<file path="src/rtl/button_ctrl.sv">
// Push-button front end: 2-flop synchroniser, debounce FSM, short/long press
// classification driving the blinker's mode select and enable.
module button_ctrl #(
  parameter int DEBOUNCE_CYCLES   = 1_000_000,
  parameter int LONG_PRESS_CYCLES = 50_000_000,
  parameter int NUM_MODES         = 4,
  parameter int BTN_ACTIVE_LOW    = 1
) (
  input  logic       clk,
  input  logic       rst,
  input  logic       btn_in,
  output logic       btn_level,
  output logic       press_pulse,
  output logic       long_pulse,
  output logic [1:0] mode,
  output logic       blink_en
);

  localparam int DB_W   = $clog2(DEBOUNCE_CYCLES);
  localparam int HOLD_W = $clog2(LONG_PRESS_CYCLES);
  localparam logic [DB_W-1:0]   DB_LAST    = DB_W'(DEBOUNCE_CYCLES - 1);
  localparam logic [HOLD_W-1:0] HOLD_LAST  = HOLD_W'(LONG_PRESS_CYCLES - 1);
  localparam logic [1:0]        MODE_LAST  = 2'(NUM_MODES - 1);
  localparam logic              IDLE_LEVEL = (BTN_ACTIVE_LOW != 0);

  typedef enum logic [2:0] {
    IDLE,
    DB_PRESS,
    PRESSED,
    LONG_HELD,
    DB_RELEASE
  } state_t;

  state_t            state_q, state_d;
  logic [1:0]        sync_q, sync_d;
  logic [DB_W-1:0]   db_cnt_q, db_cnt_d;
  logic [HOLD_W-1:0] hold_cnt_q, hold_cnt_d;
  logic              origin_long_q, origin_long_d;
  logic              btn_level_q, btn_level_d;
  logic              press_pulse_q, press_pulse_d;
  logic              long_pulse_q, long_pulse_d;
  logic [1:0]        mode_q, mode_d;
  logic              blink_en_q, blink_en_d;
  logic              btn_sync;

  assign sync_d   = {sync_q[0], btn_in};
  assign btn_sync = sync_q[1] ^ IDLE_LEVEL;

  always_comb begin
    state_d       = state_q;
    db_cnt_d      = db_cnt_q;
    hold_cnt_d    = hold_cnt_q;
    origin_long_d = origin_long_q;
    btn_level_d   = btn_level_q;
    press_pulse_d = 1'b0;
    long_pulse_d  = 1'b0;
    mode_d        = mode_q;
    blink_en_d    = blink_en_q;
    case (state_q)
      IDLE: begin
        btn_level_d = 1'b0;
        if (btn_sync) begin
          state_d  = DB_PRESS;
          db_cnt_d = '0;
        end
      end
      DB_PRESS: begin
        if (!btn_sync) begin
          state_d = IDLE;
        end else if (db_cnt_q == DB_LAST) begin
          state_d     = PRESSED;
          btn_level_d = 1'b1;
          hold_cnt_d  = '0;
        end else begin
          db_cnt_d = db_cnt_q + 1'b1;
        end
      end
      PRESSED: begin
        // Reaching the long-press threshold wins over a coincident release sample.
        if (hold_cnt_q == HOLD_LAST) begin
          state_d      = LONG_HELD;
          long_pulse_d = 1'b1;
          blink_en_d   = !blink_en_q;
        end else begin
          hold_cnt_d = hold_cnt_q + 1'b1;
          if (!btn_sync) begin
            state_d       = DB_RELEASE;
            origin_long_d = 1'b0;
            db_cnt_d      = '0;
          end
        end
      end
      LONG_HELD: begin
        if (!btn_sync) begin
          state_d       = DB_RELEASE;
          origin_long_d = 1'b1;
          db_cnt_d      = '0;
        end
      end
      DB_RELEASE: begin
        if (btn_sync) begin
          state_d = origin_long_q ? LONG_HELD : PRESSED;
        end else if (db_cnt_q == DB_LAST) begin
          state_d     = IDLE;
          btn_level_d = 1'b0;
          if (!origin_long_q) begin
            press_pulse_d = 1'b1;
            mode_d        = (mode_q == MODE_LAST) ? 2'd0 : mode_q + 2'd1;
          end
        end else begin
          db_cnt_d = db_cnt_q + 1'b1;
        end
      end
      default: state_d = IDLE;
    endcase
  end

  always_ff @(posedge clk) begin
    if (rst) begin
      sync_q        <= {2{IDLE_LEVEL}};
      state_q       <= IDLE;
      db_cnt_q      <= '0;
      hold_cnt_q    <= '0;
      origin_long_q <= 1'b0;
      btn_level_q   <= 1'b0;
      press_pulse_q <= 1'b0;
      long_pulse_q  <= 1'b0;
      mode_q        <= 2'd0;
      blink_en_q    <= 1'b1;
    end else begin
      sync_q        <= sync_d;
      state_q       <= state_d;
      db_cnt_q      <= db_cnt_d;
      hold_cnt_q    <= hold_cnt_d;
      origin_long_q <= origin_long_d;
      btn_level_q   <= btn_level_d;
      press_pulse_q <= press_pulse_d;
      long_pulse_q  <= long_pulse_d;
      mode_q        <= mode_d;
      blink_en_q    <= blink_en_d;
    end
  end

  assign btn_level   = btn_level_q;
  assign press_pulse = press_pulse_q;
  assign long_pulse  = long_pulse_q;
  assign mode        = mode_q;
  assign blink_en    = blink_en_q;

endmodule

</file>
<file path="config.mk">
export PLATFORM = sky130hd
export DESIGN_NAME = button_ctrl
export DESIGN_NICKNAME = d
export VERILOG_FILES = /design/src/rtl/button_ctrl.sv
export SDC_FILE = /design/constraint.sdc
export NUM_CORES = 1
export LEC_CHECK = 0
export BUFFER_PORTS_ARGS = -buffer_cell sky130_fd_sc_hd__buf_2
export CAP_MARGIN = 20
export CORE_MARGIN = 2
export CORE_UTILIZATION = 62
export CTS_CLUSTER_SIZE = 30
export DETAILED_ROUTE_END_ITERATION = 10
export PLACE_DENSITY = 0.79
export SLEW_MARGIN = 10
export SYNTH_ARGS = -nofsm -noshare
export SYNTH_HDL_FRONTEND = slang
export SYNTH_SLANG_ARGS = --single-unit
</file>
<file path="constraint.sdc">
create_clock -name clk -period 2.8 [get_ports clk]
set_input_delay 0.14 -clock clk [delete_from_list [all_inputs] [get_ports clk]]
set_output_delay 0.14 -clock clk [all_outputs]
set_load 0.02 [all_outputs]
</file>
==> reports/qor.yml, run 1 <==
status: "finished, final reports clean"
portBuffers: 8
ant_nets: 0
clock_latency_ns: 0.35
crit_chain: "or4_1, nor4_2, and4_1, buf_4, o21a_1, a311oi_2, or2_1"
num_rows: 26
hold_path_end: "long_pulse"
p_sw_frac: 0.2202
gp_congestion: 0.8653
netlist_area_um2: 3167
synth_area_leaders: "dfxtp_1 37%, a21oi_1 4.6%, nor2_1 4.5%"
fin_tns_setup_ns: 0
seqPwrFrac: 0.474
numCtsBuffers: 9
synth_top_area_cell: "dfxtp_1"
maxSlewViolCount: 0
place_hpwl_um: 4887
netlist_instances: 387
placed_area_um2: 3258
synth_seq_cells: 58
drtPass1Iterations: 5
path_clk_slew_ns: 0.07
die_h_um: 75.47
rr_endpoint: "hold_cnt_q[19]"
synth_nets: 393
intPower_w: 0.001374
grt.overflow.total: 0
power.switching_w: 0.0003880
reg2reg_slack_ns: 0.31
fin_crit_ns: 2.485
ys_seq_area_frac: 0.3667
crit_fanout: 8
cap_violations: 0
synth_top_area_frac: 0.3667
final_core_util: 0.6961
hold_path_class: "in2reg"
synth_edf_count: 0
synth_common_cells: "58 x dfxtp_1, 38 x nor2_1, 35 x nand2_1"
power.density_nw_per_um2: 505.3
hold_depth: 2
rsz0062_at_grt: "no"
syn_avg_cell_area_um2: 8.183
nets: 403
antenna_cells: 0
start_util: 0.6321
slew_headroom: 0.4710
post_drt_wl_per_cell_um: 14.97
cts_buffer_depth: 2
endpoint_kind: "flop"
num_io_pins: 9
r2r-start: "db_cnt_q[6]"
grt_pass1_wl_um: 11230
die-area_um2: 5696
synth_most_common_cell: "dfxtp_1"
cp_num_buf_inv: 1
drt_wl_total_um: 7064
fin_skew_ns: 0.008233
cts-root-buf: "clkbuf_8"
synth_warnings: 0
min_period_over_period: 0.8877
clockPowerShare: 0.486
cts_setup_buffers: 0
ir_drop_uv: 392.0
cts_max_level: 3
drive_gt1_frac: 0.1343
die_w_um: 75.47
max_freq_mhz: 402.3
track_usage: 0.2596
crit_family: "simple AND/OR/NAND/NOR gates"
r2r_cells: 7
report.final.hold_viol_count: 0
grt_max_degree: 44
synthFlopType: "dfxtp_1"
drt_iter0_markers: 199
drc: 0
clock_sink_count: 58
p_leak_nw: 1.160
nFillCells: 428
fin_area_um2: 3487
yosys.cell_types.count: 64
async_flop_share: 0
critical_path_class: "reg2reg"
crit_path_max_incr_delay_ns: 0.55
crit_slowest_cell: "or4_1"
vias: 2942
cts_tree: "done"
arrival_ns: 2.72
setup_viol: 0
antenna_found_initial: 0
core_um2: 5010
grt_pass1_vias: 2445
tightest_slew_ns: 0.7935
hold_start: "rst"
required_ns: 3.03
via_per_inst: 6.233
critPathLaunchType: "flop"
syn_to_final_growth_pct: 10.11
p_comb_frac: 0.040
area by class of cell:
type / count / area [um2] / area share
well taps: 70 / 87.58 / 0.02512
multi-input cells: 299 / 1849 / 0.5303
flip-flops and latches: 58 / 1161 / 0.3330
clock buffers: 11 / 141.4 / 0.04055
inverters: 8 / 30.03 / 0.008611
repair buffers: 21 / 140.1 / 0.04019
clock inverters: 5 / 77.57 / 0.02225
power groups by stage:
stage | clock [W] | sequential, W | combinational [W]
after global routing | 0.000888 | 0.000836 | 0.0000773
after floorplan | 0 | 0.000850 | 0.0000579
after CTS | 0.000860 | 0.000835 | 0.0000694
final | 0.000857 | 0.000835 | 0.0000699
after detailed placement | 0 | 0.000854 | 0.0000681
after global placement | 0 | 0.000854 | 0.0000674
flip-flops by register name, summed over array words and instances, names as in the netlist, 2 cells and up:
signal,cells
db_cnt_q,20
hold_cnt_q,26
mode,2
state_q,3
sync_q,2
worst max-delay path by stage:
| stage | start | endpoint | slack [ns] | cells after the start |
|---|---|---|---|---|
| after CTS | db_cnt_q[6] | hold_cnt_q[19] | 0.32 | 7 |
| after floorplan | hold_cnt_q[0] | hold_cnt_q[3] | 0.48 | 9 |
| after detailed placement | db_cnt_q[6] | hold_cnt_q[19] | 0.34 | 7 |
| after global placement | db_cnt_q[6] | hold_cnt_q[19] | 0.35 | 7 |
| final | db_cnt_q[6] | hold_cnt_q[19] | 0.31 | 7 |
| after global routing | db_cnt_q[6] | hold_cnt_q[19] | 0.11 | 7 |
placed cells by master, fill, tap and decap left out, drive strengths merged, types with 4 or more instances in the layout:
cell / n
o31ai: 8
a31oi: 10
buf: 20
a311oi: 9
and2: 4
xor2: 8
or3: 8
nor2b: 7
clkbuf: 11
nand2: 35
nand4: 6
nor2: 38
nor4: 4
o21ai: 17
nand2b: 8
o211ai: 5
inv: 8
a21oi: 29
dfxtp: 58
or2: 6
and3: 9
nor3: 12
nand3: 18
nand3b: 6
or4: 6
logic make-up (layout without fill, tap and decap cells):
kind of cell | count (synthesis) | after routing | share of synthesized area
AOI/OAI and AO/OA | 108 | 108 | 0.2394
adders and majority gates | 3 | 3 | 0.01185
muxes | 1 | 1 | 0.003161
buffers and inverters | 30 | 45 | 0.04939
DFF | 58 | 58 | 0.3667
xor gates and xnor gates | 9 | 9 | 0.02489
and+or+nand+nor | 178 | 178 | 0.3046
what timing repair did:
action,in CTS,in global routing
endpoints found under the setup margin,0,0
gates resized for setup,0,0
hold buffers,1,0
hold endpoints to repair,1,0
stage by stage:
step / total power (W) / cells / worst slack [ns] / hold WS, ns
detailed placement: 0.0009217 / 455 / 0.3398 / 0.3383
global route: 0.001802 / 472 / 0.1103 / 0.4118
CTS: 0.001765 / 472 / 0.3168 / 0.3556
global placement: 0.0009210 / 455 / 0.3532 / 0.3249
floorplan: 0.0009079 / 387 / 0.4804 / 0.2438
finish: 0.001762 / 472 / 0.3146 / 0.3655
metal layers:
metal / wire [um] / vias to the layer above / track usage
met3: 304 / 11 / 0.04497
li1: - / 1464 / -
met4: 111 / 0 / 0.1423
met1: 3508 / 1405 / 0.3742
met2: 3139 / 62 / 0.3671
met5: 0 / - / 0
Note: power is estimated with default switching activity, not from simulation.
==> inputs of run 2 (changes only) <==
--- a/config.mk
+++ b/config.mk
@@ -8,10 +8,9 @@
 export BUFFER_PORTS_ARGS = -buffer_cell sky130_fd_sc_hd__buf_2
 export CAP_MARGIN = 20
 export CORE_MARGIN = 2
-export CORE_UTILIZATION = 62
+export CORE_UTILIZATION = 40
 export CTS_CLUSTER_SIZE = 30
 export DETAILED_ROUTE_END_ITERATION = 10
-export PLACE_DENSITY = 0.79
 export SLEW_MARGIN = 10
 export SYNTH_ARGS = -nofsm -noshare
 export SYNTH_HDL_FRONTEND = slang
==> run 2 against run 1 <==
Compared with the run above:
- setup slack got worse by 0.095 ns
- register-to-register slack got worse by 0.095 ns
- power is 3.6% lower
- clock power is 7.7% lower
- non-clock buffer count down 1
- clock-buffer cell count rose by 1
- routed wire length grew 4.7%
- sequential cell count stayed put
- first-iteration DRC count decreased by 40%
- combinational power rose by 0.6%
==> reports/qor.yml, run 2 (synthesized netlist as in run 1, its figures left out) <==
status: "finished, final reports clean"  # unchanged
place_hpwl_um: 5117  # was 4887 um
ir_drop_uv: 194.3  # was 392.0 uV
clock_latency_ns: 0.34  # was 0.35 ns
largest_reg_flops: 26  # unchanged
cts_setup_buffers: 0  # unchanged
drtPass1Iterations: 4  # was 5
cts_buffer_depth: 2  # unchanged
drt_wl_total_um: 7399  # was 7064 um
min_period_over_period: 0.9217  # was 0.8877
cts-root-buf: "clkbuf_8"  # unchanged
critical_path_class: "reg2reg"  # unchanged
drive_gt1_frac: 0.1322  # was 0.1343
post_drt_wl_per_cell_um: 14.71  # was 14.97 um
drt_iter0_markers: 119  # was 199
crit_path_frequent_cell: "o21a_1"
gp_congestion: 0.8123  # was 0.8653
cp_num_buf_inv: 0  # was 1
cts_max_level: 3  # unchanged
syn_to_final_growth_pct: 10.71  # was 10.11%
num_io_pins: 9  # unchanged
grt_pass1_vias: 2633  # was 2445
final_common_cell: "dfxtp_1"  # unchanged
hold_start: "rst"  # unchanged
grt_max_degree: 44  # unchanged
crit_fanout: 13  # was 8
grt.overflow.total: 0  # unchanged
power.density_nw_per_um2: 484.3  # was 505.3 nW/um2
report.final.hold_viol_count: 0  # unchanged
cts_tree: "done"  # unchanged
required_ns: 2.99  # was 3.03 ns
rsz0062_at_grt: "no"  # unchanged
via_per_inst: 5.628  # was 6.233
path_clk_slew_ns: 0.06  # was 0.07 ns
fin_crit_ns: 2.581  # was 2.485 ns
cap_violations: 0  # unchanged
numCtsBuffers: 9  # unchanged
hold_path_end: "hold_cnt_q[0]"  # was long_pulse
r2r-start: "hold_cnt_q[0]"  # was db_cnt_q[6]
endpoint_kind: "flop"  # unchanged
largest_register: "hold_cnt_q"  # unchanged
maxSlewViolCount: 0  # unchanged
crit_path_max_incr_delay_ns: 0.56  # was 0.55 ns
cts_resized: 0  # unchanged
portBuffers: 8  # unchanged
total_power_w: 0.001698  # was 0.001762 W
crit_family: "compound AO/OA/AOI/OAI gates"  # was simple AND/OR/NAND/NOR gates
core_um2: 7687  # was 5010 um2
hold_depth: 2  # unchanged
hold_path_class: "in2reg"  # unchanged
max_freq_mhz: 387.5  # was 402.3 MHz
final_cell_mix: "58 x dfxtp_1, 38 x nor2_1, 35 x nand2_1"  # unchanged
drc: 0  # unchanged
arrival_ns: 2.77  # was 2.72 ns
clock_sink_count: 58  # unchanged
r2r_cells: 7  # unchanged
reg_top3: "hold_cnt_q x26, db_cnt_q x20, state_q x3"  # unchanged
die-area_um2: 8644  # was 5696 um2
rr_endpoint: "hold_cnt_q[3]"  # was hold_cnt_q[19]
setup_viol: 0  # unchanged
slew_headroom: 0.4555  # was 0.4710
start_util: 0.4119  # was 0.6321
critPathLaunchType: "flop"  # unchanged
reg2reg_slack_ns: 0.22  # was 0.31 ns
antenna_found_initial: 0  # unchanged
final_core_util: 0.4561  # was 0.6961
antenna_cells: 0  # unchanged
track_usage: 0.1869  # was 0.2596
vias: 2831  # was 2942
p_leak_nw: 1.142  # was 1.160 nW
ant_nets: 0  # unchanged
crit_chain: "ha_1, nand3_1, or4_4, o21a_1, o21a_1, a41oi_1, nor3_1"  # was or4_1, nor4_2, and4_1, buf_4, o21a_1, a311oi_2, or2_1
nets: 402  # was 403
fin_tns_setup_ns: 0  # unchanged
fin_skew_ns: 0.01051  # was 0.008233 ns
num_rows: 32  # was 26
die_h_um: 92.98  # was 75.47 um
crit_slowest_cell: "or4_4"  # was or4_1
grt_pass1_wl_um: 12880  # was 11230 um
die_w_um: 92.98  # was 75.47 um
tightest_slew_ns: 0.8168  # was 0.7935 ns
nFillCells: 796  # was 428
[run 2: through the flow]
step	setup slack (ns)	hold slack (ns)	std cells	area (um2)
after detailed placement	0.2400	0.3433	486	3291
final	0.2193	0.3893	503	3506
after floorplan	0.4804	0.2438	387	3167
after global routing	0.04440	0.4337	503	3506
after CTS	0.2276	0.3768	503	3506
after global placement	0.3080	0.3385	486	3291
[run 2: where the power goes]
part	internal, W	switching, W	total (W)
sequential	0.000829	0.00000762	0.000837
combinational	0.0000242	0.0000461	0.0000703
clock	0.000458	0.000333	0.000791
[run 2: how the worst max path moves through the flow]
| stage | startpoint | to | depth (start not counted) |
|---|---|---|---|
| floorplan | hold_cnt_q[0] | hold_cnt_q[3] | 9 |
| global placement | hold_cnt_q[8] | hold_cnt_q[3] | 6 |
| detailed placement | hold_cnt_q[0] | hold_cnt_q[3] | 7 |
| CTS | hold_cnt_q[0] | hold_cnt_q[3] | 7 |
| global route | hold_cnt_q[0] | hold_cnt_q[3] | 7 |
| finish | hold_cnt_q[0] | hold_cnt_q[3] | 7 |
[run 2: worst register-to-register path: stages, from the launching register on]
cell and delay, ns:
dfxtp_1 0.42, ha_1 0.21, nand3_1 0.10, or4_4 0.56, o21a_1 0.37, o21a_1 0.41, a41oi_1 0.29, nor3_1 0.06
[run 2: layout make-up]
cell class / instances / area (um2) / area share
clock buffer: 12 / 155.1 / 0.04425
clock inverter: 4 / 50.05 / 0.01428
inverter: 8 / 30.03 / 0.008565
multi-input combinational: 299 / 1849 / 0.5275
sequential: 58 / 1161 / 0.3312
tap: 102 / 127.6 / 0.03640
timing repair buffer: 20 / 132.6 / 0.03783
[run 2: timing repair]
item,in CTS,in global routing
hold buffers,1,0
hold endpoints to repair,1,0
setup endpoints to repair,0,0
[run 2: layer usage]
| metal | share of wire | global-route usage | vias to the layer above |
|---|---|---|---|
| met5 | 0 | 0 | - |
| met4 | 0.018 | 0.07966 | 0 |
| met3 | 0.040 | 0.03546 | 11 |
| met2 | 0.46 | 0.2965 | 60 |
| met1 | 0.48 | 0.2490 | 1308 |
| li1 | - | - | 1452 |
==> inputs of run 3 (changes only) <==
--- a/config.mk
+++ b/config.mk
@@ -8,7 +8,7 @@
 export BUFFER_PORTS_ARGS = -buffer_cell sky130_fd_sc_hd__buf_2
 export CAP_MARGIN = 20
 export CORE_MARGIN = 2
-export CORE_UTILIZATION = 40
+export CORE_UTILIZATION = 30
 export CTS_CLUSTER_SIZE = 30
 export DETAILED_ROUTE_END_ITERATION = 10
 export SLEW_MARGIN = 10
==> constraint.sdc (replaced) <==
create_clock -name clk -period 2.26 [get_ports clk]
set_input_delay 0.113 -clock clk [delete_from_list [all_inputs] [get_ports clk]]
set_output_delay 0.113 -clock clk [all_outputs]
set_load 0.02 [all_outputs]
==> run 3 against run 2 <==
Compared with the run above:
- sequential power up 23%
- core utilization down 6.1 points
- critical path depth down 1
- setup slack worse by 0.20 ns
- global-route usage down 2.9 points
- sequential share of layout area down 4.3 points
- power up 27%
- hold slack worse by 0.25 ns
- via count up 10%
- critical endpoint is now hold_cnt_q[8]
==> reports/qor.yml, run 3 (synthesized netlist as in run 1, its figures left out) <==
r2r_cells: 6  # was 7
slew_headroom: 0.6429  # was 0.4555
post_drt_wl_per_cell_um: 15.41  # was 14.71 um
arrival_ns: 2.49  # was 2.77 ns
final_core_util: 0.3948  # was 0.4561
cts_max_level: 3  # unchanged
portBuffers: 8  # unchanged
place_inst: 556  # was 486
place_hpwl_um: 6040  # was 5117 um
clock_latency_ns: 0.35  # was 0.34 ns
setup_viol: 0  # unchanged
maxSlewViolCount: 0  # unchanged
drtPass1Iterations: 4  # unchanged
power.density_nw_per_um2: 531.3  # was 484.3 nW/um2
critical_path_class: "reg2reg"  # unchanged
largest_register: "hold_cnt_q"  # unchanged
drt_iter0_markers: 106  # was 119
cap_violations: 0  # unchanged
path_clk_slew_ns: 0.07  # was 0.06 ns
hold_path_class: "in2reg"  # unchanged
p_leak_nw: 1.405  # was 1.142 nW
cts_buffer_depth: 2  # unchanged
track_usage: 0.1578  # was 0.1869
syn_to_final_growth_pct: 28.13  # was 10.71%
fin_crit_ns: 2.241  # was 2.581 ns
nets: 442  # was 402
num_io_pins: 9  # unchanged
drt_wl_total_um: 8875  # was 7399 um
num_rows: 37  # was 32
report.final.hold_viol_count: 0  # unchanged
holdWs_ns: 0.1397  # was 0.3893 ns
cts-root-buf: "clkbuf_8"  # unchanged
cts_tree: "done"  # unchanged
reg_top3: "hold_cnt_q x26, db_cnt_q x20, state_q x3"  # unchanged
status: "finished, final reports clean"  # unchanged
drc: 0  # unchanged
ir_drop_uv: 284.7  # was 194.3 uV
crit_path_max_incr_delay_ns: 0.53  # was 0.56 ns
die_h_um: 106.7  # was 92.98 um
total_power_w: 0.002156  # was 0.001698 W
antenna_cells: 0  # unchanged
hold_depth: 2  # unchanged
crit_slowest_cell: "or4_4"  # unchanged
final_common_cell: "dfxtp_1"  # unchanged
drive_gt1_frac: 0.2795  # was 0.1322
crit_fanout: 6  # was 13
antenna_found_initial: 0  # unchanged
grt_max_degree: 31  # was 44
die_w_um: 106.7  # was 92.98 um
fin_skew_ns: 0.01279  # was 0.01051 ns
min_period_over_period: 0.9916  # was 0.9217
largest_reg_flops: 26  # unchanged
grt_pass1_vias: 3024  # was 2633
start_util: 0.3081  # was 0.4119
core_um2: 10280  # was 7687 um2
cp_num_buf_inv: 1  # was 0
vias: 3121  # was 2831
clock_sink_count: 58  # unchanged
crit_path_frequent_cell: "o21a_4"  # was o21a_1
cp_num_cells: 6  # was 7
via_per_inst: 5.418  # was 5.628
critPathLaunchType: "flop"  # unchanged
grt.overflow.total: 0  # unchanged
fin_cells: 576  # was 503
final_cell_mix: "53 x dfxtp_1, 46 x buf_4, 37 x nor2_1"  # was 58 x dfxtp_1, 38 x nor2_1, 35 x nand2_1
crit_chain: "or3_1, or4_4, o21a_4, o21a_4, buf_4, a311oi_2"  # was ha_1, nand3_1, or4_4, o21a_1, o21a_1, a41oi_1, nor3_1
endpoint_kind: "flop"  # unchanged
reg2reg_slack_ns: 0.02  # was 0.22 ns
numCtsBuffers: 9  # unchanged
ant_nets: 0  # unchanged
die-area_um2: 11390  # was 8644 um2
max_freq_mhz: 446.2  # was 387.5 MHz
grt_pass1_wl_um: 14390  # was 12880 um
gp_congestion: 0.8289  # was 0.8123
required_ns: 2.51  # was 2.99 ns
rsz0062_at_grt: "yes"  # was no
tightest_slew_ns: 0.5307  # was 0.8168 ns
crit_family: "simple AND/OR/NAND/NOR gates"  # was compound AO/OA/AOI/OAI gates
run 3: cell types whose count changed in the layout (fill, tap and decap cells not counted), moves of 3 or more:
cell | before | now
dfxtp_2 | 0 | 4
a311oi_1 | 8 | 1
dfxtp_1 | 58 | 53
buf_4 | 11 | 46
a311oi_2 | 1 | 7
a21oi_1 | 29 | 26
a21oi_2 | 0 | 3
run 3: power by group:
part / leakage [nW] / total, W / switching, W / internal (W)
combinational: 0.833 / 0.000118 / 0.0000746 / 0.0000430
sequential: 0.471 / 0.00103 / 0.00000611 / 0.00103
clock: 0.101 / 0.00101 / 0.000444 / 0.000563
total: 1.40 / 0.00216 / 0.000524 / 0.00163
run 3: worst reg2reg max path: stages (launching register included):
cell,delay [ns]
dfxtp_1,0.32
or3_1,0.38
or4_4,0.53
o21a_4,0.27
o21a_4,0.26
buf_4,0.16
a311oi_2,0.23
run 3: per-stage QoR:
step | cell area, um2 | worst slack (ns) | setup TNS [ns]
4_1_cts | 3885 | 0.01109 | 0
2_1_floorplan | 3176 | 0.006594 | 0
3_5_place_dp | 3625 | -0.1012 | -0.6236
6_report | 4058 | 0.01907 | 0
5_1_grt | 4058 | -0.02861 | -0.1503
3_3_place_gp | 3625 | -0.07466 | -0.07989
run 3: metal layers:
metal,global-route usage,part of all wire,vias to the layer above
met1,0.1869,0.45,1522
met3,0.03891,0.035,11
li1,-,-,1538
met2,0.2807,0.51,50
met4,0.04731,0.012,0
met5,0,0,-
run 3: worst paths after layout:
path	from	end
worst max-delay path	hold_cnt_q[7]	hold_cnt_q[8]
worst max register to register	hold_cnt_q[7]	hold_cnt_q[8]
worst min-delay path	rst	origin_long_q
worst min register to register	sync_q[0]	sync_q[1]
run 3: layout make-up:
type	instances	area, um2
repair buffers	59	452.9
clock buffers	11	151.4
fillers	1036	6220
clock inverters	4	51.30
well taps	136	170.2
inverters	8	30.03
flip-flops and latches	58	1170
multi-input cells	300	2032
run 3: timing repair:
action                                  CTS  global route
gates cloned                              0             1
hold buffers                              1             0
gates resized for setup                   9            32
buffers inserted                          0             3
pin swaps                                 2             9
hold endpoints to repair                  1             0
endpoints found under the setup margin   23            39
